$ cat src/rtl/rv_mmio_pkg.sv
// Shared definitions for the MMIO UART transmitter: register word offsets, STATUS bit indices, FSM states.
// Optional build macro: RV_UART_PARITY_EN adds the PARITY state.
package rv_mmio_pkg;

    localparam logic [1:0] REG_TXDATA  = 2'd0;
    localparam logic [1:0] REG_STATUS  = 2'd1;
    localparam logic [1:0] REG_BAUDDIV = 2'd2;
    localparam logic [1:0] REG_RSVD    = 2'd3;

    localparam int unsigned STAT_FULL  = 0;
    localparam int unsigned STAT_EMPTY = 1;
    localparam int unsigned STAT_BUSY  = 2;
    localparam int unsigned STAT_OVF   = 3;

    typedef enum logic [2:0] {
        ST_IDLE   = 3'd0,
        ST_START  = 3'd1,
        ST_DATA   = 3'd2,
`ifdef RV_UART_PARITY_EN
        ST_PARITY = 3'd3,
`endif
        ST_STOP   = 3'd4
    } tx_state_t;

    // A programmed divisor of zero still yields one clock per bit.
    function automatic logic [15:0] eff_div(input logic [15:0] div);
        return (div == 16'd0) ? 16'd1 : div;
    endfunction

endpackage

$ cat src/rtl/uart_tx_fifo.sv
// Synchronous FIFO for the UART transmitter; DEPTH must be a power of two.
// A push while full succeeds when a pop happens on the same edge.
module uart_tx_fifo #(
    parameter int unsigned DEPTH = 8,
    parameter int unsigned WIDTH = 8,
    localparam int unsigned AW = $clog2(DEPTH)
) (
    input  logic             clock,
    input  logic             reset,
    input  logic             push,
    input  logic             pop,
    input  logic [WIDTH-1:0] wdata,
    output logic [WIDTH-1:0] rdata,
    output logic             full,
    output logic             empty,
    output logic [AW:0]      count
);

    logic [WIDTH-1:0] mem [DEPTH];
    logic [AW-1:0]    wr_ptr;
    logic [AW-1:0]    rd_ptr;
    logic             do_push;
    logic             do_pop;

    assign full    = (count == (AW+1)'(DEPTH));
    assign empty   = (count == '0);
    assign do_pop  = pop && !empty;
    assign do_push = push && (!full || do_pop);
    assign rdata   = mem[rd_ptr];

    always_ff @(posedge clock) begin
        if (do_push) begin
            mem[wr_ptr] <= wdata;
        end
    end

    always_ff @(posedge clock) begin
        if (reset) begin
            wr_ptr <= '0;
            rd_ptr <= '0;
            count  <= '0;
        end else begin
            if (do_push) begin
                wr_ptr <= wr_ptr + AW'(1);
            end
            if (do_pop) begin
                rd_ptr <= rd_ptr + AW'(1);
            end
            case ({do_push, do_pop})
                2'b10:   count <= count + (AW+1)'(1);
                2'b01:   count <= count - (AW+1)'(1);
                default: count <= count;
            endcase
        end
    end

endmodule

$ cat src/rtl/rv_uart_tx.sv
// Memory-mapped UART transmitter: TXDATA/STATUS/BAUDDIV window, TX FIFO, 8N1 framing.
// Optional build macro: RV_UART_PARITY_EN inserts an even-parity bit (8E1).
module rv_uart_tx
    import rv_mmio_pkg::*;
#(
    parameter logic [31:0] BASE_ADDR   = 32'h0010_0000,
    parameter int unsigned FIFO_DEPTH  = 8,
    parameter logic [15:0] DEFAULT_DIV = 16'd434
) (
    input  logic        clock,
    input  logic        reset,
    input  logic [31:0] dmemaddr,
    input  logic [31:0] dmemdatain,
    input  logic [2:0]  dmemop,
    input  logic        dmemwe,
    output logic [31:0] dmemdataout,
    output logic        sel,
    output logic        txd
);

    tx_state_t   state, state_n;
    logic [15:0] bauddiv;
    logic [15:0] div_lat, div_n;
    logic [15:0] baud_cnt, baud_n;
    logic [2:0]  bit_cnt, bit_n;
    logic [7:0]  shreg, shreg_n;
    logic        txd_n;
    logic        overflow;
    logic        bit_done;
    logic        push, pop;
    logic        full, empty;
    logic [7:0]  fifo_rdata;
    logic [$clog2(FIFO_DEPTH):0] fifo_count;
    logic [1:0]  off;
    logic        wr;
    logic        busy;
`ifdef RV_UART_PARITY_EN
    logic        parity, parity_n;
`endif

    assign sel  = (dmemaddr[31:4] == BASE_ADDR[31:4]);
    assign off  = dmemaddr[3:2];
    assign wr   = dmemwe && sel;
    assign push = wr && (off == REG_TXDATA);
    assign busy = (state != ST_IDLE);

    logic unused_bits;
    assign unused_bits = ^{dmemop, dmemaddr[1:0], dmemdatain[31:16], fifo_count};

    uart_tx_fifo #(.DEPTH(FIFO_DEPTH), .WIDTH(8)) u_fifo (
        .clock (clock),
        .reset (reset),
        .push  (push),
        .pop   (pop),
        .wdata (dmemdatain[7:0]),
        .rdata (fifo_rdata),
        .full  (full),
        .empty (empty),
        .count (fifo_count)
    );

    always_comb begin
        dmemdataout = '0;
        if (sel) begin
            case (off)
                REG_STATUS: begin
                    dmemdataout[STAT_FULL]  = full;
                    dmemdataout[STAT_EMPTY] = empty;
                    dmemdataout[STAT_BUSY]  = busy;
                    dmemdataout[STAT_OVF]   = overflow;
                end
                REG_BAUDDIV: dmemdataout[15:0] = bauddiv;
                default:     dmemdataout = '0;
            endcase
        end
    end

    always_ff @(posedge clock) begin
        if (reset) begin
            bauddiv  <= DEFAULT_DIV;
            overflow <= 1'b0;
        end else begin
            if (wr && (off == REG_BAUDDIV)) begin
                bauddiv <= dmemdatain[15:0];
            end
            if (push && full && !pop) begin
                overflow <= 1'b1;
            end else if (wr && (off == REG_STATUS) && dmemdatain[STAT_OVF]) begin
                overflow <= 1'b0;
            end
        end
    end

    assign bit_done = (baud_cnt == eff_div(div_lat) - 16'd1);

    // txd is registered from the next-state decision so START goes low on the popping edge.
    always_comb begin
        state_n  = state;
        pop      = 1'b0;
        div_n    = div_lat;
        baud_n   = baud_cnt + 16'd1;
        bit_n    = bit_cnt;
        shreg_n  = shreg;
        txd_n    = txd;
`ifdef RV_UART_PARITY_EN
        parity_n = parity;
`endif
        case (state)
            ST_IDLE: begin
                baud_n = '0;
                txd_n  = 1'b1;
                if (!empty) begin
                    state_n = ST_START;
                    pop     = 1'b1;
                    div_n   = bauddiv;
                    shreg_n = fifo_rdata;
                    txd_n   = 1'b0;
`ifdef RV_UART_PARITY_EN
                    parity_n = ^fifo_rdata;
`endif
                end
            end
            ST_START: begin
                if (bit_done) begin
                    state_n = ST_DATA;
                    baud_n  = '0;
                    bit_n   = '0;
                    txd_n   = shreg[0];
                end
            end
            ST_DATA: begin
                if (bit_done) begin
                    baud_n = '0;
                    if (bit_cnt == 3'd7) begin
`ifdef RV_UART_PARITY_EN
                        state_n = ST_PARITY;
                        txd_n   = parity;
`else
                        state_n = ST_STOP;
                        txd_n   = 1'b1;
`endif
                    end else begin
                        bit_n   = bit_cnt + 3'd1;
                        shreg_n = {1'b0, shreg[7:1]};
                        txd_n   = shreg[1];
                    end
                end
            end
`ifdef RV_UART_PARITY_EN
            ST_PARITY: begin
                if (bit_done) begin
                    state_n = ST_STOP;
                    baud_n  = '0;
                    txd_n   = 1'b1;
                end
            end
`endif
            ST_STOP: begin
                if (bit_done) begin
                    baud_n = '0;
                    if (!empty) begin
                        state_n = ST_START;
                        pop     = 1'b1;
                        div_n   = bauddiv;
                        shreg_n = fifo_rdata;
                        txd_n   = 1'b0;
`ifdef RV_UART_PARITY_EN
                        parity_n = ^fifo_rdata;
`endif
                    end else begin
                        state_n = ST_IDLE;
                        txd_n   = 1'b1;
                    end
                end
            end
            default: begin
                state_n = ST_IDLE;
                baud_n  = '0;
                txd_n   = 1'b1;
            end
        endcase
    end

    always_ff @(posedge clock) begin
        if (reset) begin
            state    <= ST_IDLE;
            div_lat  <= '0;
            baud_cnt <= '0;
            bit_cnt  <= '0;
            shreg    <= '0;
            txd      <= 1'b1;
`ifdef RV_UART_PARITY_EN
            parity   <= 1'b0;
`endif
        end else begin
            state    <= state_n;
            div_lat  <= div_n;
            baud_cnt <= baud_n;
            bit_cnt  <= bit_n;
            shreg    <= shreg_n;
            txd      <= txd_n;
`ifdef RV_UART_PARITY_EN
            parity   <= parity_n;
`endif
        end
    end

endmodule

$ cat config.mk
export PLATFORM = sky130hd
export DESIGN_NAME = rv_uart_tx
export DESIGN_NICKNAME = d
export VERILOG_FILES = /design/src/rtl/rv_mmio_pkg.sv /design/src/rtl/uart_tx_fifo.sv /design/src/rtl/rv_uart_tx.sv
export SDC_FILE = /design/constraint.sdc
export NUM_CORES = 1
export LEC_CHECK = 0
export ABC_AREA = 1
export BUFFER_PORTS_ARGS = -buffer_cell sky130_fd_sc_hd__buf_4
export CELL_PAD_IN_SITES_DETAIL_PLACEMENT = 1
export CELL_PAD_IN_SITES_GLOBAL_PLACEMENT = 1
export CORE_MARGIN = 2
export CORE_UTILIZATION = 43
export DETAILED_ROUTE_END_ITERATION = 10
export PLACE_DENSITY = 0.79
export SLEW_MARGIN = 20
export SYNTH_ARGS = -nofsm -noshare
export SYNTH_HDL_FRONTEND = slang
export SYNTH_SLANG_ARGS = --single-unit
export TNS_END_PERCENT = 5
$ cat constraint.sdc
create_clock -name clock -period 4.5 [get_ports clock]
set_input_delay 0.9 -clock clock [delete_from_list [all_inputs] [get_ports clock]]
set_output_delay 0.9 -clock clock [all_outputs]
set_load 0.005 [all_outputs]
# After elaboration in Yosys (flattened, before gate mapping)
# Memory sizes are Yosys's and may differ from the RTL's. A register that Yosys moved wholly into a read port is not among the register bits.
# Cells that the tools add are included.
[word_totals] ramBits=64 in_bits=70 regBits=74 output_inout_bits=34 n_memories=1
[op_classes] add_sub_neg=7 eq_ne=17 n_mux=39 bitwise=1 n_reduce_logical=30
[memory_table] memory="u_fifo.mem" words=8 width=8 rd=1 rd_clocked_by_memory_dff=1 write_ports=1 line_no="uart_tx_fifo.sv:19" source="logic [WIDTH-1:0] mem [DEPTH];"
[ops] operator="2-to-1 mux 16 bit" n=4
[ops] operator="2-to-1 mux 8 bit" n=4
[ops] operator="one-hot mux 16 bit (2 select lines)" n=1
[ops] operator="2-to-1 mux 3 bit" n=10
[ops] operator="equality test 28 x 17 -> 1 bit, second input constant" n=1
[ops] operator="one-hot mux 8 bit (3 select lines)" n=1
[ops] operator="adder 16 x 1 -> 16 bit, second input constant" n=1
[ops] operator="equality test 16 bit" n=1
[ops] operator="logical NOT 16 bit" n=1
[ops] operator="one-hot mux 4 bit (2 select lines)" n=2
[ops] operator="subtractor 16 x 1 -> 16 bit, second input constant" n=1
[ops] operator="2-to-1 mux 1 bit" n=12
[ops] operator="2-to-1 mux 12 bit" n=1
[ops] operator="!= test 2 bit, second input constant" n=6
[ops] operator="one-hot mux 3 bit (4 select lines)" n=1
[ops] operator="adder 3 x 1 -> 3 bit, second input constant" n=3
[ops] operator="logical AND 1 bit" n=9
[ops] operator="AND reduction 4 bit" n=2
[ops] operator="nonzero test 2 bit" n=4
[ops] operator="equality test 3 bit, second input constant" n=2
[ops] operator="one-hot mux 3 bit (2 select lines)" n=1
[ops] operator="nonzero test 3 bit" n=2
[ops] operator="OR reduction 3 bit" n=2
[ops] operator="AND reduction 5 bit" n=1
[ops] operator="17 further kinds" n=21

# Longest topological paths before layout
# Gate-level depths: netlist (run 1).
[logic_depth] ltp_word=11 ltp_mapped=32 ltp_nobuf=32

# Cells and area by module
# From an unflattened synthesis (run 1), not the netlist that was laid out.
[unflattened] hier_cells=846 hier_area_um2=6981.7
[modules_own_cells] module="rv_uart_tx" area_each_um2=3787.4 n_inst=1 cells_per_inst=587 seq_area_each_um2=1281.2
[modules_own_cells] module="uart_tx_fifo" area_each_um2=3194.3 n_inst=1 cells_per_inst=259 seq_area_each_um2=2182.1

# Worst setup path before layout (run 1)
# Ideal clock, no wire load.
[synth_path] path_type="register -> register" start="register div_lat[4]" end="memory u_fifo.mem[4][0] (enable)" required_time_ps=4117 arrival_time_ps=3036 path_buffers=0 slack_ps=1080 stages_incl_launch_ff=22 cell_sequence="dfxtp_1 -> nor2_2 -> nand2_2 -> nor2_4 -> nand2_4 -> nand2_1 -> inv_1 -> ha_1 -> nand2_2 -> nor2_4 -> nand2_2 -> nand2_1 -> nand2_1 -> xnor2_1 -> nand2_1 -> nor2_1 -> nand3_2 -> nand2_4 -> nand2_2 -> nand2_2 -> nand3_1 -> nor3_1"
[synth_between] elab_chain_len=11
[synth_rtl] item="start: declaration" line_no="rv_uart_tx.sv:23" source="logic [15:0] div_lat, div_n;"
[synth_rtl] item="start signal: assignment" line_no="rv_uart_tx.sv:197" source="div_lat <= div_n;"
[synth_rtl] item="logical NOT 16 bit" line_no="rv_mmio_pkg.sv:27" source="return (div == 16'd0) ? 16'd1 : div;"
[synth_rtl] item="2-to-1 mux 16 bit *" line_no="rv_mmio_pkg.sv:27"
[synth_rtl] item="subtractor 16 x 1 -> 16 bit *" line_no="rv_uart_tx.sv:94" source="assign bit_done = (baud_cnt == eff_div(div_lat) - 16'd1);"
[synth_rtl] item="equality test 16 bit *" line_no="rv_uart_tx.sv:94"
[synth_rtl] item="2-to-1 mux 1 bit *" line_no="rv_uart_tx.sv:159" source="if (bit_done) begin"
[synth_rtl] item="one-hot mux 1 bit (2 select lines) *" line_no="rv_uart_tx.sv:108" source="case (state)"
[synth_rtl] item="logical AND 1 bit *" line_no="uart_tx_fifo.sv:27" source="assign do_pop = pop && !empty;"
[synth_rtl] item="logical OR 1 bit *" line_no="uart_tx_fifo.sv:28" source="assign do_push = push && (!full || do_pop);"
[synth_rtl] item="logical AND 1 bit *" line_no="uart_tx_fifo.sv:28"
[synth_rtl] item="2-to-1 mux 1 bit *" line_no="uart_tx_fifo.sv:32" source="if (do_push) begin"
[synth_rtl] item="2-to-1 mux 1 bit (implied by the code) *" line_no="uart_tx_fifo.sv:33" source="mem[wr_ptr] <= wdata;"
[synth_rtl] item="end: declaration" line_no="uart_tx_fifo.sv:19"
# Mark *: on every way between the ends. The rest lies on a longest branch, timed or not.

# Final worst setup path (run 1)
[layout_path] start="register div_lat[9]" end="register u_fifo.count[3]"
[layout_between] elab_chain_len=11
[layout_rtl] item="logical NOT 16 bit" line_no="rv_mmio_pkg.sv:27"
[layout_rtl] item="2-to-1 mux 16 bit *" line_no="rv_mmio_pkg.sv:27"
[layout_rtl] item="subtractor 16 x 1 -> 16 bit *" line_no="rv_uart_tx.sv:94"
[layout_rtl] item="equality test 16 bit *" line_no="rv_uart_tx.sv:94"
[layout_rtl] item="2-to-1 mux 1 bit *" line_no="rv_uart_tx.sv:159"
[layout_rtl] item="one-hot mux 1 bit (2 select lines) *" line_no="rv_uart_tx.sv:108"
[layout_rtl] item="logical AND 1 bit *" line_no="uart_tx_fifo.sv:27"
[layout_rtl] item="logical OR 1 bit" line_no="uart_tx_fifo.sv:28"
[layout_rtl] item="logical AND 1 bit" line_no="uart_tx_fifo.sv:28"
[layout_rtl] item="equality test 2 x 1 -> 1 bit / equality test 2 bit (equally long branches)" line_no="uart_tx_fifo.sv:49" source="case ({do_push, do_pop})"
[layout_rtl] item="one-hot mux 4 bit (2 select lines) / nonzero test 2 bit (equally long branches)"
[layout_rtl] item="end signal: assignment" line_no="uart_tx_fifo.sv:50" source="2'b10: count <= count + (AW+1)'(1);"
[layout_rtl] item="end signal: assignment" line_no="uart_tx_fifo.sv:51" source="2'b01: count <= count - (AW+1)'(1);"
[layout_rtl] item="end signal: assignment" line_no="uart_tx_fifo.sv:52" source="default: count <= count;"
[layout_rtl] item="end: declaration" line_no="uart_tx_fifo.sv:16" source="output logic [AW:0] count"
# Marked as above.
# A chain may end at the register's enable or synchronous reset.

==> results of run 1 <==
registers in the layout, indices dropped and copies added (netlist names), named ones only:
register and count:
baud_cnt 16, bauddiv 16, u_fifo.count 4, shreg 8, u_fifo.rd_ptr 3, overflow 1
txd 1, u_fifo.wr_ptr 3, div_lat 16, state 3, bit_cnt 3, u_fifo.mem 64
kinds of logic after synthesis:
family	synth area share, %
AOI/OAI and AO/OA	10.7
buffers and inverters	8.01
and+or+nand+nor	25.4
adders and majority gates	2.29
other	0.0546
xor gates and xnor gates	3.11
DFF	50.4
critical path: cells and delay by family, from the launching register on:
kind	cells	cell delay (ns)
flip-flops	1	0.47
AND/OR/NAND/NOR	21	2.28
adder cells (fa/ha/maj)	2	0.46
buffers and inverters	3	0.25
AO/OA/AOI/OAI	2	0.43
path summary, 6_finish.rpt:
check | startpoint | endpoint | slack (ns) | cells after the start
worst min register to register | txd | txd | 0.47 | 2
worst max-delay path | div_lat[9] | u_fifo.count[3] | 0.49 | 28
worst max register to register | div_lat[9] | u_fifo.count[3] | 0.49 | 28
worst min-delay path | txd | txd | 0.47 | 2
per-stage QoR:
stage / total power [mW] / worst slack, ns / cell area [um2]
6_report: 5.17 / 0.490 / 8160
5_1_grt: 5.55 / 0.110 / 8160
4_1_cts: 5.19 / 0.529 / 8160
3_5_place_dp: 3.73 / 0.629 / 7560
3_3_place_gp: 3.65 / 0.730 / 7560
2_1_floorplan: 3.23 / 1.08 / 6930
routing by layer:
metal | part of all wire, % | up-vias | track usage (%)
li1 | - | 2875 | -
met1 | 47 | 2793 | 30.6
met2 | 48 | 111 | 37.5
met3 | 3.4 | 20 | 4.23
met4 | 1.2 | 0 | 5.19
met5 | 0 | - | 0
cell type report:
| type | instances | area (um2) | share of cell area [%] |
|---|---|---|---|
| clock buffer | 17 | 425 | 5.22 |
| clock inverter | 15 | 170 | 2.09 |
| multi-input combinational | 578 | 2920 | 35.7 |
| timing repair buffer | 81 | 608 | 7.46 |
| tap | 216 | 270 | 3.31 |
| sequential | 141 | 3460 | 42.5 |
| inverter | 81 | 304 | 3.73 |
Yosys cell counts (all sizes together), types with 4 or more instances:
master  number  area [um2]
nor2       150         598
nand2      143         569
inv         80         300
dfxtp       77        1540
edfxtp      64        1920
o21ai       64         320
nand3       54         285
a21oi       40         200
buf         22         168
clkbuf      21        78.8
nor3        17        96.4
xor2        15         139
o22ai       14        87.6
ha          11         138
nand4        9        56.3
a211oi       8        60.1
nor3b        7        52.6
xnor2        6        52.6
nor4         5        31.3
nand3b       4        30.0
power by group through the flow:
stage / Combinational, mW / Sequential, mW / Clock [mW]
after global placement: 1.99 / 1.66 / 0
after floorplan: 1.62 / 1.61 / 0
after detailed placement: 2.06 / 1.67 / 0
after global routing: 2.39 / 1.67 / 1.49
final: 2.11 / 1.65 / 1.42
after CTS: 2.11 / 1.65 / 1.44
==> metrics, run 1 <==
postcts setup bufs 0; Initial Util 43.6%; Worst VDD drop 0.328 mV; dpl cells 1097; Leak Pwr 3.39 nW; Cells after Synth 828; sequential share of power 31.9%; Final Slew Violations 0; vias in the first global route 5746; total of max-cap violations 0; Routed Antenna Nets 0; Global Route Usage Sum 22.5%; RD Place Congestion 0.825; Num CTS Buffers 17; Vias 5799; P_sw 2.18 mW; Hold Worst Slack 0.470 ns; Final setup viols 0; dominant synthesized flop cell dfxtp_1; I/O pin cnt 104; CP Max Fanout 10; Crit. End Element flop; Clock Latency Late Sink 0.43 ns; first-pass GRT wire length 29.5 mm; synthesized area 0.00687 mm2; Core ar. 0.0158 mm2; Root Driver clkbuf_16; final period utilization 89.1%; Worst Max-Slew Pin Slew 0.954 ns; clock-pin slew on the worst setup and hold paths 0.07 ns; Max Clock Skew 0.0102 ns; hold_buf cts 0; Slew headroom 36.3%; critical path launch point type flop; Clk pwr share 27.4%; Fill cells 1953; drt pass-1 iters 4; CP max stage delay 0.47 ns; final cell count without fillers 1129; ANT cells 0; unrepaired setup endpoints after global routing false; Power Internal 3.00 mW; H-tree depth 4; pwr dens 634 mW/mm2; Bufs on Longest Clock Path 2; outcome finished clean; final hold viol count 0; Crit path top cell by count nand2_1; Congestion Overflow GR 0; Starting DRT DRC Count 370; initial antenna violation count 0; die footprint 0.0170 mm2; CP max-delay cell dfxtp_1; Setup TNS Final 0 ns; die width 130 um; fraction of layout cells with a size suffix above 1 15.2%; Synth warnings 0; Peak Freq 249 MHz; FP Rows 46; Area Overhead vs Synth 18.7%; vias per cell 5.14; CP required 4.82 ns; drt total wl 18.4 mm; Switching Share 42.0%; fin crit period 4.01 ns; hpwl dp 13.0 mm; min-delay worst type reg -> reg; commonest non-fill, non-tap cell in the layout nor2_1; drc violations 0; Die Span Y 130 um; wire per inst 16.3 um; syn_area_per_cell 8.30 um2; TritonCTS clock tree built; CP Data Arrival Time 4.33 ns; Yosys cell types 46; number of synthesized register bits 141; final net count 982; fin util 51.7%; Comb pwr share 40.8%; EDFF count, synth 64; PortBufs 66; Async SR Flop Fraction 0%; Clock Sinks 141; largest net degree at the start of global routing 34; cts repair resizes 0; Crit Path Class reg -> reg; register area share after synthesis 50.4%; leading cell types in the layout, fill and taps excluded nor2_1 (142), nand2_1 (134), buf_4 (81), dfxtp_1 (77), inv_1 (76)
Note: power is estimated with default switching activity, not from simulation.
==> inputs of run 2 (changes only) <==
Settings changed: ABC_AREA 1 to not set, CORE_UTILIZATION 43 to 45, PLACE_DENSITY 0.79 to 0.77.
==> metrics, run 2 <==
Worst Hold End bit_cnt[1]; min-delay worst type reg -> reg; outcome finished clean; vias per cell 5.68 (+11%); register area share after synthesis 50.2% (-0.19 points); synthesized area 0.00690 mm2 (+0.38%); Routed Antenna Nets 0 (unchanged); setup slack, reg-to-reg 0.20 ns (-0.29 ns); top cells by count, synth nor2_1 (83), dfxtp_1 (77), edfxtp_1 (64); Hold Path Stages 2 (unchanged); H-tree depth 4 (unchanged); Fill cells 1587 (-19%); Peak Freq 232 MHz (-6.8%); Comb pwr share 34.2% (-6.6 points); initial antenna violation count 0 (unchanged); Clock Latency Late Sink 0.43 ns (about the same); P_sw 1.54 mW (-29%); final net count 775 (-21%); FP Rows 45 (-2.2%); EDFF count, synth 64 (unchanged); final cell count without fillers 894 (-21%); drt pass-1 iters 5 (+1); Clock Sinks 141 (unchanged); worst r2r dst u_fifo.count[3]; Slew headroom 40.5% (+4.2 points); Crit. End Element flop; die footprint 0.0163 mm2 (-4.0%); drt total wl 18.1 mm (-1.6%); Clk pwr share 30.6% (+3.2 points); Area Overhead vs Synth 20.8%; footprint of the multi-input gates 0.00325 mm2 (+12%); clock-pin slew on the worst setup and hold paths 0.06 ns (about the same); Core ar. 0.0151 mm2 (-4.3%); Leak Pwr 3.18 nW (-6.2%); final period utilization 95.6% (+6.5 points); CP Max Fanout 7 (-3); Hold Path Origin bit_cnt[1]; Synth top area share 27.9% (-0.11 points); Final setup viols 0 (unchanged); fraction of layout cells with a size suffix above 1 25.5% (+10 points); drc violations 0 (unchanged); CP Data Arrival Time 4.66 ns (+0.33 ns); final hold viol count 0 (unchanged); vias in the first global route 5528 (-3.8%); Bufs on Longest Clock Path 2 (unchanged); largest net degree at the start of global routing 64 (+88%); dominant synthesized flop cell dfxtp_1; syn_area_per_cell 11.3 um2 (+37%); total of max-cap violations 0 (unchanged); Num CTS Buffers 17 (unchanged); Vias 5081 (-12%); sequential share of power 35.1% (+3.2 points); Async SR Flop Fraction 0% (unchanged); Worst Max-Slew Pin Slew 0.884 ns (-0.0698 ns); most instantiated library cell after synthesis nor2_1; max reg flops 64 (unchanged); fin util 55.2% (+3.5 points); Most flops, register u_fifo.mem; Hold Worst Slack 0.471 ns (+0.00167 ns); Switching Share 34.3% (-7.7 points); pwr dens 538 mW/mm2 (-15%); first-pass GRT wire length 28.9 mm (-2.0%); Root Driver clkbuf_16; Die Span Y 128 um (-2.0%); Starting DRT DRC Count 291 (-21%); fin crit period 4.30 ns (+0.295 ns); Global Route Usage Sum 23.2% (+0.69 points); Synth warnings 0 (unchanged); TritonCTS clock tree built; I/O pin cnt 104 (unchanged); Reg2Reg Depth 19 (-32%); Max Clock Skew 0.00690 ns (-0.00335 ns); hpwl dp 12.2 mm (-6.7%); Crit Path Class reg -> reg; Congestion Overflow GR 0 (unchanged); Final Slew Violations 0 (unchanged); ANT cells 0 (unchanged); PortBufs 66 (unchanged); largest area contributor in the netlist edfxtp_1; Initial Util 45.7% (+2.1 points); Worst VDD drop 0.335 mV (+2.3%); die width 128 um (-2.0%); number of synthesized register bits 141 (unchanged); Cells after Synth 608 (-27%); CP required 4.85 ns (+0.03 ns); wire per inst 20.3 um (+24%); hold_buf cts 0 (unchanged); flip-flop and latch area 0.00347 mm2 (+0.18%); critical path launch point type flop; leading cell types in the layout, fill and taps excluded buf_4 (92), nor2_1 (83), dfxtp_1 (72), edfxtp_1 (64), mux2i_1 (48); Power Internal 2.95 mW (-1.7%); FF-to-FF Start div_lat[15]; RD Place Congestion 0.842 (+2.1%); dpl cells 857 (-22%); ranking of synthesized cells by area edfxtp_1 (28%), dfxtp_1 (22%), mux2i_1 (7.0%), mux4_2 (5.2%), nor2_1 (4.5%); Yosys cell types 77 (+67%); commonest non-fill, non-tap cell in the layout buf_4
## run 2: worst max-delay path, cell delays in order (launching register included)
cell and delay [ns]:
dfxtp_1 0.35, nor4_4 0.40, and2_1 0.26, a21oi_2 0.12, ha_2 0.23, nor3b_4 0.15
buf_4 0.17, and3_4 0.20, o21ai_0 0.27, a31o_2 0.23, o311ai_2 0.21, o31ai_4 0.33
nand3_2 0.11, inv_1 0.12, ha_1 0.23, a21o_1 0.18, a21oi_1 0.18, nand4_1 0.13
and3_1 0.22, nor3_2 0.13
## run 2: per-stage QoR
| step | TNS, ns | power [mW] | setup WS [ns] | instance area (um2) |
|---|---|---|---|---|
| finish | 0 | 4.49 | 0.196 | 8340 |
| global route | -0.0250 | 4.71 | -0.0250 | 8340 |
| CTS | 0 | 4.46 | 0.0259 | 8260 |
| detailed placement | 0 | 3.05 | 0.123 | 7680 |
| global placement | 0 | 2.97 | 0.241 | 7680 |
| floorplan | 0 | 2.68 | 0.0935 | 6960 |
## run 2: worst max-delay path by stage
| stage | start | to | slack [ns] | cells past startpoint |
|---|---|---|---|---|
| after global placement | div_lat[0] | u_fifo.count[3] | 0.24 | 18 |
| after global routing | div_lat[15] | u_fifo.count[3] | -0.02 | 19 |
| after floorplan | div_lat[7] | u_fifo.mem[0][0] | 0.09 | 12 |
| after detailed placement | div_lat[0] | u_fifo.count[3] | 0.12 | 18 |
| after CTS | div_lat[0] | u_fifo.count[3] | 0.03 | 18 |
| final | div_lat[15] | u_fifo.count[3] | 0.20 | 19 |
## run 2: timing repair
action,in CTS,in global routing
hold endpoints to repair,0,0
gates resized for setup,1,10
cloned,0,0
setup endpoints to repair,17,65
pin swaps,0,2
buffers inserted,0,5
## run 2: cell families (layout without fill, tap and decap cells)
logic type / count (synthesis) / count (layout) / synth area share, %
adders and majority gates: 12 / 12 / 2.29
AOI/OAI and AO/OA: 72 / 72 / 8.31
DFF: 141 / 141 / 50.2
muxes: 66 / 66 / 12.6
xor gates and xnor gates: 36 / 36 / 4.57
other: 1 / 16 / 0.0544
and+or+nand+nor: 226 / 226 / 17.9
buffers and inverters: 54 / 137 / 4.12
## run 2: power groups by stage
stage,clock network (mW),registers (mW),logic (mW)
CTS,1.40,1.57,1.49
detailed placement,0,1.60,1.45
global route,1.46,1.60,1.65
global placement,0,1.59,1.38
floorplan,0,1.52,1.16
finish,1.37,1.58,1.54
## run 2: layout make-up
cell class / instances / area share, %
Inverter: 9 / 0.405
Sequential cell: 141 / 41.6
Multi-Input combinational cell: 428 / 39.0
Timing Repair Buffer: 96 / 9.25
Clock inverter: 14 / 1.74
Tap cell: 188 / 2.82
Clock buffer: 18 / 5.15
## run 2: metal layers
metal / part of all wire, % / global-route usage (%)
met2: 51 / 39.7
met4: 2.3 / 9.76
met1: 43 / 28.5
met5: 0 / 0
met3: 4.4 / 4.80
==> inputs of run 3 (changes only) <==
Settings changed: MAX_ROUTING_LAYER set to met4, SETUP_SLACK_MARGIN set to 0.2.
==> metrics, run 3 (synthesis gave the netlist of run 2 again) <==
CP required 4.86 ns (about the same); total of max-cap violations 0 (unchanged); setup slack, reg-to-reg 0.42 ns (+0.22 ns); Crit Path Class reg -> reg; Reg2Reg Depth 19 (unchanged); Starting DRT DRC Count 266 (-8.6%); final net count 778 (+0.39%); Leak Pwr 3.19 nW (+0.19%); CP Data Arrival Time 4.44 ns (-0.22 ns); final cell count without fillers 897 (+0.34%); ANT cells 0 (unchanged); initial antenna violation count 0 (unchanged); fin crit period 4.08 ns (-0.225 ns); commonest non-fill, non-tap cell in the layout buf_4; Slew headroom 48.2% (+7.6 points); drc violations 0 (unchanged); outcome finished clean; clock-pin slew on the worst setup and hold paths 0.06 ns (about the same); die width 128 um (unchanged); CP Max Fanout 5 (-2); CP max stage delay 0.38 ns (-0.02 ns); buffer and inverter count on the worst path 2 (unchanged); Hold Path Stages 2 (unchanged); Initial Util 45.7% (unchanged); delay-heaviest family, CP simple AND/OR/NAND/NOR gates; Final setup viols 0 (unchanged); Most flops, register u_fifo.mem; Hold Path Origin bit_cnt[1]; worst setup path start div_lat[13]; pwr dens 532 mW/mm2 (-1.1%); critical path launch point type flop; H-tree depth 4 (unchanged); wire per inst 19.5 um (-3.7%); Vias 4972 (-2.1%); Routed Antenna Nets 0 (unchanged); final hold viol count 0 (unchanged); Power Internal 2.88 mW (-2.2%); Global Route Usage Sum 23.2% (+0.076 points); Worst Max-Slew Pin Slew 0.777 ns (-0.107 ns); dpl cells 861 (+0.47%); sequential share of power 35.8% (+0.7 points); unrepaired setup endpoints after global routing false; P_sw 1.53 mW (-0.38%); vias per cell 5.54 (-2.5%); drt total wl 17.5 mm (-3.3%); die footprint 0.0163 mm2 (unchanged); Worst VDD drop 0.273 mV (-19%); fraction of layout cells with a size suffix above 1 26.5% (+1.0 points); final period utilization 90.6% (-5.0 points); Switching Share 34.8% (+0.43 points); RD Place Congestion 0.826 (-2.0%); Congestion Overflow GR 0 (unchanged); Crit path top cell by count ha_1; vias in the first global route 5247 (-5.1%); Setup TNS Final 0 ns (unchanged); Crit. End Element flop; Clock Latency Late Sink 0.43 ns (about the same); CP max-delay cell dfxtp_1; FF-to-FF Start div_lat[13]; instance count on the critical path 19 (unchanged); Clk pwr share 28.6% (-2.0 points); Peak Freq 245 MHz (+5.5%); Core ar. 0.0151 mm2 (unchanged); FP Rows 45 (unchanged); Die Span Y 128 um (unchanged); Num CTS Buffers 17 (unchanged); Comb pwr share 35.6% (+1.4 points); Max Clock Skew 0.0108 ns (+0.00386 ns); Clock Sinks 141 (unchanged); Area Overhead vs Synth 20.2%; min-delay worst type reg -> reg; max reg flops 64 (unchanged); drt pass-1 iters 4 (-1); Root Driver clkbuf_16; I/O pin cnt 104 (unchanged); largest net degree at the start of global routing 64 (unchanged); hpwl dp 12.3 mm (+1.2%); TritonCTS clock tree built; PortBufs 66 (unchanged); Final Slew Violations 0 (unchanged); first-pass GRT wire length 28.1 mm (-2.7%); crit-path cells nor4_4 > and2_2 > a21oi_4 > ha_1 > nor3b_4 > buf_4 > and4_1 > a211oi_1 > a211oi_2 > o21bai_4 > o31ai_4 > nand3_2 > inv_1 > ha_1 > a21o_1 > a21oi_2 > nand4_1 > and3_4 > nor3_2; Bufs on Longest Clock Path 2 (unchanged); leading cell types in the layout, fill and taps excluded buf_4 (97), nor2_1 (83), dfxtp_1 (67), edfxtp_1 (64), mux2i_1 (48)
## run 3: changes by cell type in the layout (fill, tap and decap cells not counted), sizes merged
| cell | change |
|---|---|
| buf | +3 |
| bufinv | -2 |
| clkinv | +2 |
| clkinvlp | -2 |
| clkbuf | +1 |
| inv | +1 |
## run 3: repair_timing
action / 4_1_cts / 5_1_grt
setup buffers: 0 / 4
hold endpoints to repair: 0 / 0
cloned: 0 / 0
gates resized for setup: 2 / 15
pin swaps: 0 / 4
hold buffers: 0 / 0
endpoints found under the setup margin: 1 / 65
## run 3: cell type report
type,instances,area [um2]
Clock inverter,13,95.1
Timing Repair Buffer,99,768
Multi-Input combinational cell,428,3250
Tap cell,188,235
Fill cell,1585,6800
Inverter,9,33.8
Clock buffer,19,433
Sequential cell,141,3480
## run 3: power by group through the flow
stage | Combinational, mW | Sequential (mW) | Clock, mW
final | 1.57 | 1.58 | 1.26
after global routing | 1.70 | 1.60 | 1.33
after CTS | 1.50 | 1.57 | 1.28
after global placement | 1.41 | 1.59 | 0
after detailed placement | 1.47 | 1.60 | 0
after floorplan | 1.16 | 1.52 | 0
## run 3: path summary, 6_finish.rpt
kind	end
hold reg to reg	bit_cnt[1]
setup / recovery	u_fifo.count[3]
hold / removal	bit_cnt[1]
setup reg to reg	u_fifo.count[3]
## run 3: worst register-to-register path, delay by kind of cell (launching register included)
| family | cells | cell delay (ns) |
|---|---|---|
| buffers and inverters | 2 | 0.30 |
| and+or+nand+nor | 8 | 1.46 |
| AOI/OAI and AO/OA | 7 | 1.44 |
| adders and majority gates | 2 | 0.43 |
| DFF | 1 | 0.38 |
## run 3: stage by stage
stage	utilization [%]	setup WS, ns	total power [mW]	hold WS, ns	cell area (um2)
floorplan	-	0.148	2.68	0.436	6960
global placement	50.9	0.302	3.00	0.441	7680
detailed placement	50.9	0.205	3.07	0.472	7680
CTS	54.5	0.236	4.36	0.480	8220
global route	55.0	0.199	4.64	0.516	8290
finish	55.0	0.421	4.41	0.475	8290
## run 3: per-layer routing
| layer | vias to the layer above | track usage, % | wire length, um |
|---|---|---|---|
| li1 | 2375 | - | - |
| met1 | 2439 | 31.4 | 7930 |
| met2 | 136 | 35.8 | 8370 |
| met3 | 22 | 4.63 | 910 |
| met4 | 0 | 6.66 | 323 |
| met5 | - | - | 0 |
